==> src/rtl/ikaopll_bus_wrsched_if.sv <==
// ikaopll_bus_wrsched_if: host/stream write handshakes plus the IKAOPLL CPU-bus pins driven by the scheduler
interface ikaopll_bus_wrsched_if;
   logic       host_valid;
   logic [7:0] host_addr;
   logic [7:0] host_data;
   logic       host_ack;
   logic       strm_valid;
   logic [7:0] strm_addr;
   logic [7:0] strm_data;
   logic       strm_ack;
   logic       cs_n;
   logic       wr_n;
   logic       a0;
   logic [7:0] d;
   logic       busy;
   modport master (
      output host_valid, host_addr, host_data, strm_valid, strm_addr, strm_data,
      input  host_ack, strm_ack, cs_n, wr_n, a0, d, busy
   );
   modport slave (
      input  host_valid, host_addr, host_data, strm_valid, strm_addr, strm_data,
      output host_ack, strm_ack, cs_n, wr_n, a0, d, busy
   );
endinterface

==> src/rtl/ikaopll_bus_wrsched.sv <==
// ikaopll_bus_wrsched: arbitrates host/stream register writes and paces them onto the IKAOPLL bus on phiM enables.
// Define IKAOPLL_WRSCHED_SHADOW_EN to add a 64x8 shadow of data written to registers 8'h00-8'h3F.
module ikaopll_bus_wrsched #(
   parameter int STB_CYC       = 2,
   parameter int ADDR_WAIT_CYC = 12,
   parameter int DATA_WAIT_CYC = 84,
   parameter int ARB_MODE      = 0
) (
   input  logic                 i_EMUCLK,
   input  logic                 i_RST,
   input  logic                 i_phiM_PCEN_n,
`ifdef IKAOPLL_WRSCHED_SHADOW_EN
   input  logic [5:0]           i_SHD_ADDR,
   output logic [7:0]           o_SHD_DATA,
`endif
   ikaopll_bus_wrsched_if.slave bus
);
   localparam int MAX_AS = STB_CYC > ADDR_WAIT_CYC ? STB_CYC : ADDR_WAIT_CYC;
   localparam int MAX_C  = MAX_AS > DATA_WAIT_CYC ? MAX_AS : DATA_WAIT_CYC;
   localparam int CW     = MAX_C > 1 ? $clog2(MAX_C) : 1;
   localparam logic [CW-1:0] STB_N = CW'(STB_CYC - 1);
   localparam logic [CW-1:0] AW_N  = CW'(ADDR_WAIT_CYC - 1);
   localparam logic [CW-1:0] DW_N  = CW'(DATA_WAIT_CYC - 1);

   typedef enum logic [2:0] {IDLE, ASTB, AWAIT, DSTB, DWAIT} state_t;

   state_t        state_q, state_d;
   logic [CW-1:0] cnt_q, cnt_d;
   logic [7:0]    addr_q, addr_d, data_q, data_d, d_q, d_d;
   logic          rr_q, rr_d, host_ack_q, host_ack_d, strm_ack_q, strm_ack_d;
   logic          cs_n_q, cs_n_d, a0_q, a0_d, busy_q, busy_d;
   logic          can_acc, done, pick_strm, acc;

   always_comb begin
      done       = !i_phiM_PCEN_n && cnt_q == '0;
      // rr_q set means the stream wins the next tie
      pick_strm  = bus.strm_valid && (!bus.host_valid || (ARB_MODE != 0 && rr_q));
      acc        = state_q == IDLE && (bus.host_valid || bus.strm_valid) && can_acc;
      state_d    = state_q;
      cnt_d      = !i_phiM_PCEN_n && cnt_q != '0 ? cnt_q - 1'b1 : cnt_q;
      addr_d     = addr_q;
      data_d     = data_q;
      rr_d       = rr_q;
      host_ack_d = 1'b0;
      strm_ack_d = 1'b0;
      if (acc) begin
         state_d    = ASTB;
         cnt_d      = STB_N;
         addr_d     = pick_strm ? bus.strm_addr : bus.host_addr;
         data_d     = pick_strm ? bus.strm_data : bus.host_data;
         rr_d       = !pick_strm;
         host_ack_d = !pick_strm;
         strm_ack_d = pick_strm;
      end else if (state_q != IDLE && done) begin
         state_d = state_q == ASTB ? AWAIT : state_q == AWAIT ? DSTB : state_q == DSTB ? DWAIT : IDLE;
         cnt_d   = state_q == ASTB ? AW_N : state_q == AWAIT ? STB_N : state_q == DSTB ? DW_N : '0;
      end
      cs_n_d = !(state_d == ASTB || state_d == DSTB);
      a0_d   = state_d == ASTB ? 1'b0 : state_d == DSTB ? 1'b1 : a0_q;
      d_d    = state_d == ASTB ? addr_d : state_d == DSTB ? data_d : d_q;
      busy_d = state_d != IDLE;
   end

   always_ff @(posedge i_EMUCLK) begin
      if (i_RST) begin
         state_q    <= IDLE;
         cnt_q      <= '0;
         addr_q     <= '0;
         data_q     <= '0;
         rr_q       <= 1'b0;
         host_ack_q <= 1'b0;
         strm_ack_q <= 1'b0;
         cs_n_q     <= 1'b1;
         a0_q       <= 1'b0;
         d_q        <= '0;
         busy_q     <= 1'b0;
      end else begin
         state_q    <= state_d;
         cnt_q      <= cnt_d;
         addr_q     <= addr_d;
         data_q     <= data_d;
         rr_q       <= rr_d;
         host_ack_q <= host_ack_d;
         strm_ack_q <= strm_ack_d;
         cs_n_q     <= cs_n_d;
         a0_q       <= a0_d;
         d_q        <= d_d;
         busy_q     <= busy_d;
      end
   end

   assign bus.host_ack = host_ack_q;
   assign bus.strm_ack = strm_ack_q;
   assign bus.cs_n     = cs_n_q;
   assign bus.wr_n     = cs_n_q;
   assign bus.a0       = a0_q;
   assign bus.d        = d_q;
   assign bus.busy     = busy_q;

`ifdef IKAOPLL_WRSCHED_SHADOW_EN
   logic       clr_q, clr_d;
   logic [5:0] clr_idx_q, clr_idx_d;
   logic [7:0] shd_q, shd_d;
   logic [7:0] shd_mem [64];

   always_comb begin
      clr_d     = clr_q && clr_idx_q != 6'd63;
      clr_idx_d = clr_q ? clr_idx_q + 6'd1 : clr_idx_q;
      shd_d     = clr_q ? 8'h00 : shd_mem[i_SHD_ADDR];
   end

   always_ff @(posedge i_EMUCLK) begin
      if (i_RST) begin
         clr_q     <= 1'b1;
         clr_idx_q <= '0;
         shd_q     <= '0;
      end else begin
         clr_q     <= clr_d;
         clr_idx_q <= clr_idx_d;
         shd_q     <= shd_d;
      end
   end

   // one entry cleared per clock; a write dropped by reset never reaches the shadow
   always_ff @(posedge i_EMUCLK) begin
      if (clr_q) shd_mem[clr_idx_q] <= 8'h00;
      else if (!i_RST && state_q == DSTB && done && addr_q < 8'h40) shd_mem[addr_q[5:0]] <= data_q;
   end

   assign can_acc    = !clr_q;
   assign o_SHD_DATA = shd_q;
`else
   assign can_acc = 1'b1;
`endif
endmodule

==> src/flat_wrapper.sv <==
// flat-port wrapper written by rule: the top's interface ports become plain ports
module ikaopll_bus_wrsched_flat 
#(
   parameter int STB_CYC       = 2,
   parameter int ADDR_WAIT_CYC = 12,
   parameter int DATA_WAIT_CYC = 84,
   parameter int ARB_MODE      = 0
)
  (i_EMUCLK, i_RST, i_phiM_PCEN_n, bus_host_valid, bus_host_addr, bus_host_data, bus_strm_valid, bus_strm_addr, bus_strm_data, bus_host_ack, bus_strm_ack, bus_cs_n, bus_wr_n, bus_a0, bus_d, bus_busy);
  ikaopll_bus_wrsched_if bus_i ();
  input  logic i_EMUCLK;
  input  logic i_RST;
  input  logic i_phiM_PCEN_n;
  input wire logic [$bits(bus_i.host_valid)-1:0] bus_host_valid;
  input wire logic [$bits(bus_i.host_addr)-1:0] bus_host_addr;
  input wire logic [$bits(bus_i.host_data)-1:0] bus_host_data;
  input wire logic [$bits(bus_i.strm_valid)-1:0] bus_strm_valid;
  input wire logic [$bits(bus_i.strm_addr)-1:0] bus_strm_addr;
  input wire logic [$bits(bus_i.strm_data)-1:0] bus_strm_data;
  output wire logic [$bits(bus_i.host_ack)-1:0] bus_host_ack;
  output wire logic [$bits(bus_i.strm_ack)-1:0] bus_strm_ack;
  output wire logic [$bits(bus_i.cs_n)-1:0] bus_cs_n;
  output wire logic [$bits(bus_i.wr_n)-1:0] bus_wr_n;
  output wire logic [$bits(bus_i.a0)-1:0] bus_a0;
  output wire logic [$bits(bus_i.d)-1:0] bus_d;
  output wire logic [$bits(bus_i.busy)-1:0] bus_busy;
  assign bus_i.host_valid = bus_host_valid;
  assign bus_i.host_addr = bus_host_addr;
  assign bus_i.host_data = bus_host_data;
  assign bus_i.strm_valid = bus_strm_valid;
  assign bus_i.strm_addr = bus_strm_addr;
  assign bus_i.strm_data = bus_strm_data;
  assign bus_host_ack = bus_i.host_ack;
  assign bus_strm_ack = bus_i.strm_ack;
  assign bus_cs_n = bus_i.cs_n;
  assign bus_wr_n = bus_i.wr_n;
  assign bus_a0 = bus_i.a0;
  assign bus_d = bus_i.d;
  assign bus_busy = bus_i.busy;
  ikaopll_bus_wrsched #(.STB_CYC(STB_CYC), .ADDR_WAIT_CYC(ADDR_WAIT_CYC), .DATA_WAIT_CYC(DATA_WAIT_CYC), .ARB_MODE(ARB_MODE)) u_core (.i_EMUCLK(i_EMUCLK), .i_RST(i_RST), .i_phiM_PCEN_n(i_phiM_PCEN_n), .bus(bus_i));
endmodule
==> config.mk <==
export PLATFORM = sky130hd
export DESIGN_NAME = ikaopll_bus_wrsched_flat
export DESIGN_NICKNAME = d
export VERILOG_FILES = /design/src/rtl/ikaopll_bus_wrsched_if.sv /design/src/rtl/ikaopll_bus_wrsched.sv /design/src/flat_wrapper.sv
export SDC_FILE = /design/constraint.sdc
export NUM_CORES = 1
export LEC_CHECK = 0
export CAP_MARGIN = 25
export CORE_ASPECT_RATIO = 0.7
export CORE_MARGIN = 2
export CORE_UTILIZATION = 49
export CTS_BUF_LIST = sky130_fd_sc_hd__clkbuf_8 sky130_fd_sc_hd__clkbuf_16
export CTS_CLUSTER_SIZE = 12
export DETAILED_ROUTE_END_ITERATION = 10
export GPL_TIMING_DRIVEN = 0
export PLACE_DENSITY = 0.81
export SLEW_MARGIN = 10
export SYNTH_ARGS = -nofsm -noshare
export SYNTH_HDL_FRONTEND = slang
export SYNTH_SLANG_ARGS = --single-unit
==> constraint.sdc <==
create_clock -name i_EMUCLK -period 6 [get_ports i_EMUCLK]
set_clock_uncertainty 0.05 [all_clocks]
set_input_delay 0.9 -clock i_EMUCLK [delete_from_list [all_inputs] [get_ports i_EMUCLK]]
set_output_delay 0.9 -clock i_EMUCLK [all_outputs]
set_load 0.1 [all_outputs]
After elaboration in Yosys (flattened, before gate mapping). Index checks and enable logic that the tools add are counted.

Equality and inequality tests: 5. Mux-type cells: 17. Add/subtract/negate cells: 1. Reductions and logical operators: 22. Bitwise gates (word level): 1.

Operators with widths (number): $mux 8 (6); $mux 7 (5); $mux 3 (5); $eq 3x2->1 const B (3); $reduce_bool 3->1 (3); $logic_not 7->1 (1); $reduce_bool 7->1 (1); $sub 7x1->7 const B (1); $eq 3x1->1 const B (2); $reduce_or 2->1 (3); $logic_and 1x1->1 (5); $logic_not 1->1 (4); $reduce_bool 2->1 (2); $logic_not 3->1 (1); $logic_or 1x1->1 (2); $mux 1 (1); $not 1->1 (1).

Output and inout bits: 14. Flip-flop bits (word level): 39. Input port bits: 37. Word-level logic and storage cells: 57.

Longest topological paths before layout. Gate-level depths: netlist (run 1).

Depth after elaboration: 9. Gate-level depth with buffers: 8. Gate-level depth less buffers: 7.

Worst setup path before layout (run 1). No wires, ideal clock.

Path type: in2reg. Start point: input port bus_strm_valid. End point: register u_core.d_q[0], in the netlist u_core.bus.d[0]. Setup time: 128 ps. Cell stages on the path: 7. Setup slack: 3517 ps. Arrival: 2305 ps. Buffers on the path: 2. Data required time: 5822 ps. Path through: nor2b_1 -> clkbuf_1 -> buf_2 -> mux2i_1 -> o21ai_0 -> a222oi_1 -> nor2_1.

Cells in the longest elaborated chain, start to end: 5. Elaborated cells between the ends (all ways): 13. Those cells by class: 2 x eq/ne; 7 x mux; 4 x reduce/logical.

RTL lines: start: declaration (RTL line flat_wrapper.sv:17) `input wire logic [$bits(bus_i.strm_valid)-1:0] bus_strm_valid;`; $logic_or 1x1->1 / $logic_and 1x1->1 (equally long branches) (RTL line ikaopll_bus_wrsched.sv:38, ikaopll_bus_wrsched.sv:37); $logic_and 1x1->1 / $mux 8 (equally long branches) (RTL line ikaopll_bus_wrsched.sv:38, ikaopll_bus_wrsched.sv:50); $mux 3 / $mux 8 (equally long branches) (RTL line ikaopll_bus_wrsched.sv:46) `if (acc) begin`; $eq 3x1->1 (tied with other cells) (RTL line ikaopll_bus_wrsched.sv:60) `d_d = state_d == ASTB ? addr_d : state_d == DSTB ? data_d : d_q;`; $mux 8 / $reduce_bool 2->1 (equally long branches); end signal: assignment (RTL line ikaopll_bus_wrsched.sv:75) `d_q <= '0;`; end signal: assignment (RTL line ikaopll_bus_wrsched.sv:87) `d_q <= d_d;`; end: declaration (RTL line ikaopll_bus_wrsched.sv:29) `logic [7:0] addr_q, addr_d, data_q, data_d, d_q, d_d;`.

Several ways; a longest one is shown, not always the timed one. The select of a mux whose other input is x is not followed. A chain may end at the register's enable or synchronous reset.

Worst setup path in the final report (run 1). Same ends and word-level chain as after synthesis.

==> metrics.md, run 1 <==
| Metric | Value |
|---|---|
| Routing usage on met3 | `0.0659` |
| Critical path capture point type | `flop` |
| Die Ht | `56.3 um` |
| First-pass iteration count of the detailed router | `5` |
| Synth Flop Type | `dfxtp_1` |
| H-tree depth | `2` |
| Mapped cell area | `1910 sq um` |
| Syn. warnings | `0` |
| Layout cells sized above 1 | `0.0830` |
| FF+latch count, synth | `39` |
| Drc violations | `0` |
| Main combinational cell family by area after synthesis | `compound AO/OA/AOI/OAI gates` |
| CP Max Fanout | `10` |
| Period utilization | `0.529` |
| Root Driver | `clkbuf_8` |
| Synth-to-layout area growth | `34.3%` |
| Yosys cell types | `39` |
| CP Cell Sequence | `clkdlybuf4s50_1 > nor2b_1 > clkbuf_1 > buf_2 > mux2i_1 > o21ai_0 > a222oi_1 > nor2_1` |
| Hold slack final | `456 ps` |
| Clock Latency Late Sink | `290 ps` |
| Fmax | `315 MHz` |
| # Post-CTS Setup Buffers | `0` |
| Vias in the first global route | `1,798` |
| Dpl cells | `320` |
| Grt met2 use | `0.389` |
| Simple-Gate Fraction of Synth Area | `0.206` |
| IO Pins | `51` |
| Sequential-to-total area share from yosys stat | `0.408` |
| Relative slew slack | `0.342` |
| Most frequent cell after synthesis | `dfxtp_1` |
| CTS tree | `yes` |
| WL/cell | `15.9 um` |
| Routed vias/inst | `5.78` |
| Core area | `3630 sq um` |
| Mux cell area share after synthesis | `0.0890` |
| WL final | `5.20 mm` |
| Syn_nets | `259` |
| Max Root-Sink Buffers | `2` |
| CP arrival | `3290 ps` |
| Crit Path Category | `input pin to flop` |
| Fin cells | `327` |
| Antenna Nets Post-Route | `0` |
| Leak pwr | `0.947 nW` |
| Top post-synthesis cells by area | `dfxtp_1, o21ai_0, mux2i_1` |
| Die area | `4430 sq um` |
| Hold_buf cts | `0` |
| Post-CTS resize count | `0` |
| DIE WIDTH | `78.7 um` |
| Post-synthesis xor/xnor area fraction | `0.00458` |
| GR Layer Usage met1 | `0.325` |
| Synthesized area per cell | `8.65 sq um` |
| Synth Area in Adders | `0.00654` |
| RePlAce Congestion | `0.900` |
| First-pass GRT wire length | `8.41 mm` |
| RSZ-0062 raised after global routing | `false` |
| Initial antenna violation count | `0` |
| TritonCTS Sinks | `39` |
| Gr busiest metal | `met2` |
| DR vias | `1,891` |
| Worst VDD drop | `0.000244 V` |
| Commonest cells in the netlist | `dfxtp_1, o21ai_0, nor2_1, nor2b_1, mux2i_1` |
| Starting DRT DRC Count | `168` |
| P per Cell Area | `442 nW/um^2` |
| Total track usage | `0.246` |
| Min Tclk post-route | `3170 ps` |
| Status | `finished, final reports clean` |
| Setup TNS Final | `0 ps` |
| Largest area contributor in the netlist | `dfxtp_1` |
| Nets | `315` |
| Tightest Pin Transition | `983 ps` |
| Crit start category | `input pin` |
| HP Class | `flop to flop` |
| Crit path largest cell delay | `580 ps` |
| Starting density of the core | `0.527` |
| Antenna Cells | `0` |
| Max-slew violation count | `0` |
| CTS buffer count | `5` |
| Largest net degree at the start of global routing | `12` |
| Compound-Gate Fraction of Synth Area | `0.225` |
| Post-DP HPWL | `3.75 mm` |
| Final setup viols | `0` |
| CP max-delay cell | `clkdlybuf4s50_1` |
| Final Hold Vio Count | `0` |
| Number of synthesized flops with an enable pin | `0` |
| Async S/R FF share, synth | `0` |
| Yosys top cell area share | `0.408` |
| Max Cap Viol | `0` |
| Clk pin slew, worst setup/hold paths | `70 ps` |
| Number of cell rows | `18` |
| Grt total ovfl | `0` |
| # port buffers | `49` |
| Cell count after synthesis | `221` |
| Critical path data required time | `6110 ps` |
## worst max-delay path, delay by kind of cell
kind            cells  cell delay, ps
simple gates        2             240
compound gates      2             450
mux                 1             240
buf+inv             3            1450
## final cells by class
cell class / count / area (sq um)
well taps: 50 / 62.6
inverters: 3 / 11.3
repair buffers: 49 / 490
clock inverters: 2 / 33.8
fillers: 294 / 1060
clock buffers: 5 / 68.8
multi-input cells: 161 / 1020
flip-flops and latches: 39 / 781
plain buffers: 18 / 104
## per-stage QoR
| stage | total power, mW | instance area [sq um] | setup slack (ps) | util |
|---|---|---|---|---|
| floorplan | 0.773 | 1910 | 3520 | - |
| CTS | 1.13 | 2570 | 2790 | 0.708 |
| global route | 1.20 | 2570 | 2680 | 0.708 |
| global placement | 0.909 | 2460 | 2530 | 0.680 |
| finish | 1.13 | 2570 | 2830 | 0.708 |
| detailed placement | 0.916 | 2460 | 2500 | 0.680 |
## cell usage in the layout, fill, tap and decap left out, types with 2 or more instances in the layout
master and instances:
nor4_1 2, mux2i_1 17, o21ai_0 38, nor2b_1 18
clkdlybuf4s50_1 49, inv_1 4, clkbuf_1 12, a222oi_1 8
o221a_2 2, dfxtp_1 39, clkbuf_8 8, nor3_1 7
nand2_1 9, or3_2 4, nand2b_1 2, nor3b_1 3
nor2_1 20, a21oi_1 11, or3_1 2
## logic make-up after synthesis
group	after synthesis
adder cells (fa/ha/maj)	1
multiplexers	17
XOR/XNOR	1
AO/OA/AOI/OAI	69
buffers and inverters	21
flip-flops	39
AND/OR/NAND/NOR	73
## worst paths after layout
| check | start | end | slack [ps] | cells past startpoint |
|---|---|---|---|---|
| setup / recovery | bus_strm_valid | u_core.bus.d[0]$_SDFFE_PP0P_ | 2830 | 8 |
| hold / removal | u_core.bus.a0$_SDFFE_PP0N_ | u_core.bus.a0$_SDFFE_PP0N_ | 460 | 2 |
| setup reg to reg | u_core.cnt_q[0]$_SDFFE_PP0P_ | u_core.bus.d[5]$_SDFFE_PP0P_ | 3420 | 8 |
| hold reg to reg | u_core.bus.a0$_SDFFE_PP0N_ | u_core.bus.a0$_SDFFE_PP0N_ | 460 | 2 |
## where the power goes
part,internal (mW),switching (mW)
sequential,0.313,0.0315
combinational,0.196,0.383
clock,0.120,0.0906
total,0.630,0.505
## per-layer routing
layer / routed length (um) / vias to the layer above
met2: 2280 / 94
li1: - / 912
met1: 2350 / 874
met3: 466 / 11
met5: 0 / -
met4: 106 / 0
## state kept, by name (all words and copies together) (netlist names)
register and count:
u_core.data_q 8, u_core.addr_q 8, u_core.state_q 3, u_core.bus.host_ack 1, u_core.cnt_q 7, u_core.bus.a0 1
u_core.bus.d 8, u_core.bus.cs_n 1, u_core.bus.strm_ack 1, u_core.bus.busy 1
No activity file was read; power rests on OpenSTA's default activity.
==> run 2, diff against run 1 <==
--- a/config.mk
+++ b/config.mk
@@ -8,12 +8,12 @@
 export CAP_MARGIN = 25
 export CORE_ASPECT_RATIO = 0.7
 export CORE_MARGIN = 2
-export CORE_UTILIZATION = 49
+export CORE_UTILIZATION = 48
 export CTS_BUF_LIST = sky130_fd_sc_hd__clkbuf_8 sky130_fd_sc_hd__clkbuf_16
 export CTS_CLUSTER_SIZE = 12
 export DETAILED_ROUTE_END_ITERATION = 10
 export GPL_TIMING_DRIVEN = 0
-export PLACE_DENSITY = 0.81
+export PLACE_DENSITY = 0.79
 export SLEW_MARGIN = 10
 export SYNTH_ARGS = -nofsm -noshare
 export SYNTH_HDL_FRONTEND = slang
==> constraint.sdc (replaced) <==
create_clock -name i_EMUCLK -period 3.11 [get_ports i_EMUCLK]
set_clock_uncertainty 0.05 [all_clocks]
set_input_delay 0.4665 -clock i_EMUCLK [delete_from_list [all_inputs] [get_ports i_EMUCLK]]
set_output_delay 0.4665 -clock i_EMUCLK [all_outputs]
set_load 0.1 [all_outputs]
==> run 2 against run 1 <==
Against the previous run: flip-flop and latch count unchanged; wire length down 3.2%; first-iteration DRC count up 38%; via count down 2.8%; worst hold slack worse by 9.6 ps; worst setup slack worse by 2500 ps; global-route usage down 1.9 points; combinational power up 93%; cell count up 0.92%; largest power group unchanged.
==> metrics.md, run 2 (synthesized netlist as in run 1, its figures left out) <==
| Metric | Value |
|---|---|
| Most frequent cells in the layout | `clkdlybuf4s50_1, dfxtp_1, o21ai_0, nor2_1, nor2b_1 (unchanged)` |
| Clock Latency Late Sink | `290 ps (about the same)` |
| Status | `finished, final reports clean (unchanged)` |
| Total track usage | `0.227 (was 0.246)` |
| Max-slew violation count | `0 (unchanged)` |
| Setup TNS Final | `0 ps (unchanged)` |
| Vias in the first global route | `1,547 (was 1,798)` |
| P per Cell Area | `838 nW/um^2 (was 442 nW/um^2)` |
| RePlAce Congestion | `0.850 (was 0.900)` |
| Starting DRT DRC Count | `231 (was 168)` |
| Antenna Nets Post-Route | `0 (unchanged)` |
| Post-route cell area | `2570 sq um (unchanged)` |
| Die Ht | `56.8 um (was 56.3 um)` |
| Worst hold path startpoint | `u_core.bus.a0$_SDFFE_PP0N_ (unchanged)` |
| Fmax | `356 MHz` |
| Crit start category | `input pin (unchanged)` |
| Final worst setup slack | `301 ps (was 2830 ps)` |
| Post-CTS resize count | `0 (unchanged)` |
| Most common cell after layout, fill and taps aside | `clkdlybuf4s50_1 (unchanged)` |
| Hold_buf cts | `0 (unchanged)` |
| Initial antenna violation count | `0 (unchanged)` |
| Routed vias/inst | `5.57 (was 5.78)` |
| Path depth of the worst reg2reg path | `8 (unchanged)` |
| Combinational Power Share | `0.521 (was 0.511)` |
| Placed Area | `2470 sq um (was 2460 sq um)` |
| Reg power frac | `0.309 (was 0.303)` |
| Drc violations | `0 (unchanged)` |
| CTS buffer count | `5 (unchanged)` |
| Layout cells sized above 1 | `0.0863 (was 0.0830)` |
| Antenna Cells | `0 (unchanged)` |
| DIE WIDTH | `79.4 um (was 78.7 um)` |
| Psw | `0.968 mW (was 0.505 mW)` |
| Max Root-Sink Buffers | `2 (unchanged)` |
| Gr busiest metal | `met1 (was met2)` |
| Core area | `3870 sq um (was 3630 sq um)` |
| Critical path data required time | `3220 ps (was 6110 ps)` |
| Fraction of power consumed by the clock network | `0.170 (was 0.186)` |
| GR Layer Usage met1 | `0.347 (was 0.325)` |
| TritonCTS Sinks | `39 (unchanged)` |
| Hold path cells | `2 (unchanged)` |
| Tightest Pin Transition | `999 ps (was 983 ps)` |
| Die area | `4510 sq um (was 4430 sq um)` |
| Grt met2 use | `0.309 (was 0.389)` |
| Hold slack final | `447 ps (was 456 ps)` |
| H-tree depth | `2 (unchanged)` |
| Number of cell rows | `19 (was 18)` |
| Sw Share | `0.450 (was 0.445)` |
| RSZ-0062 raised after global routing | `false (unchanged)` |
| Post-DP HPWL | `3.67 mm (was 3.75 mm)` |
| First-pass GRT wire length | `7.73 mm (was 8.41 mm)` |
| DR vias | `1,838 (was 1,891)` |
| Critical path capture point type | `flop (unchanged)` |
| Leak pwr | `0.948 nW (was 0.947 nW)` |
| Starting density of the core | `0.493 (was 0.527)` |
| Max Cap Viol | `0 (unchanged)` |
| WL final | `5.04 mm (was 5.20 mm)` |
| Min Tclk post-route | `2810 ps` |
| IO Pins | `51 (unchanged)` |
| CP Max Fanout | `10 (unchanged)` |
| Grt total ovfl | `0 (unchanged)` |
| Cell internal pwr | `1.18 mW (was 0.630 mW)` |
| Root Driver | `clkbuf_8 (unchanged)` |
| Crit. Startpoint | `bus_strm_valid (unchanged)` |
| Nets | `315 (unchanged)` |
| WL/cell | `15.3 um (was 15.9 um)` |
| # port buffers | `49 (unchanged)` |
| Reg2reg start | `u_core.cnt_q[0]$_SDFFE_PP0P_ (unchanged)` |
| Routing usage on met3 | `0.0482 (was 0.0659)` |
| Crit Path Category | `input pin to flop (unchanged)` |
| Relative slew slack | `0.332 (was 0.342)` |
| Final Total Pwr | `2.15 mW (was 1.13 mW)` |
| Final setup viols | `0 (unchanged)` |
| HP Class | `flop to flop (unchanged)` |
| Pre-CTS WS | `83.5 ps (was 2500 ps)` |
| Worst VDD drop | `0.000530 V (was 0.000244 V)` |
| # Post-CTS Setup Buffers | `0 (unchanged)` |
| CTS tree | `yes (unchanged)` |
| Clk pin slew, worst setup/hold paths | `70 ps (about the same)` |
| Period utilization | `0.903` |
| Synth-to-layout area growth | `34.3% (unchanged)` |
| First-pass iteration count of the detailed router | `5 (unchanged)` |
| CP arrival | `2920 ps (was 3290 ps)` |
| Largest net degree at the start of global routing | `12 (unchanged)` |
| Final Hold Vio Count | `0 (unchanged)` |
==> run 2: final cells by class <==
cell class / count / area (sq um)
Timing Repair Buffer: 49 / 490
Tap cell: 52 / 65.1
Multi-Input combinational cell: 161 / 1020
Inverter: 3 / 11.3
Fill cell: 321 / 1310
Buffer: 18 / 104
Sequential cell: 39 / 781
Clock buffer: 7 / 96.3
Clock inverter: 1 / 3.75
==> run 2: worst max-delay path, stage by stage <==
cell and delay, ps:
clkdlybuf4s50_1 590, nor2b_1 160, clkbuf_1 460, buf_2 410, mux2i_1 250, o21ai_0 200, a222oi_1 310, nor2_1 60
==> run 2: layer usage <==
layer  part of all wire  routed length, um
met3              0.084                425
met5                  0                  0
met1               0.50               2500
met4              0.011                 55
met2               0.41               2060
==> run 2: path summary, 6_finish.rpt <==
path                                                      to  slack [ps]
worst max register to register  u_core.bus.d[5]$_SDFFE_PP0P_         520
worst max-delay path            u_core.bus.d[2]$_SDFFE_PP0P_         300
worst min register to register    u_core.bus.a0$_SDFFE_PP0N_         450
worst min-delay path              u_core.bus.a0$_SDFFE_PP0N_         450
==> run 2: per-stage QoR <==
| stage | utilization | instances |
|---|---|---|
| floorplan | - | 221 |
| global placement | 0.637 | 322 |
| detailed placement | 0.637 | 322 |
| CTS | 0.663 | 330 |
| global route | 0.663 | 330 |
| finish | 0.663 | 330 |
==> run 2: power groups by stage <==
| stage | combinational (mW) | sequential (mW) | clock (mW) |
|---|---|---|---|
| 4_1_cts | 1.11 | 0.660 | 0.367 |
| 5_1_grt | 1.19 | 0.672 | 0.397 |
| 3_3_place_gp | 1.09 | 0.668 | 0 |
| 3_5_place_dp | 1.10 | 0.671 | 0 |
| 6_report | 1.12 | 0.664 | 0.366 |
| 2_1_floorplan | 0.553 | 0.938 | 0 |
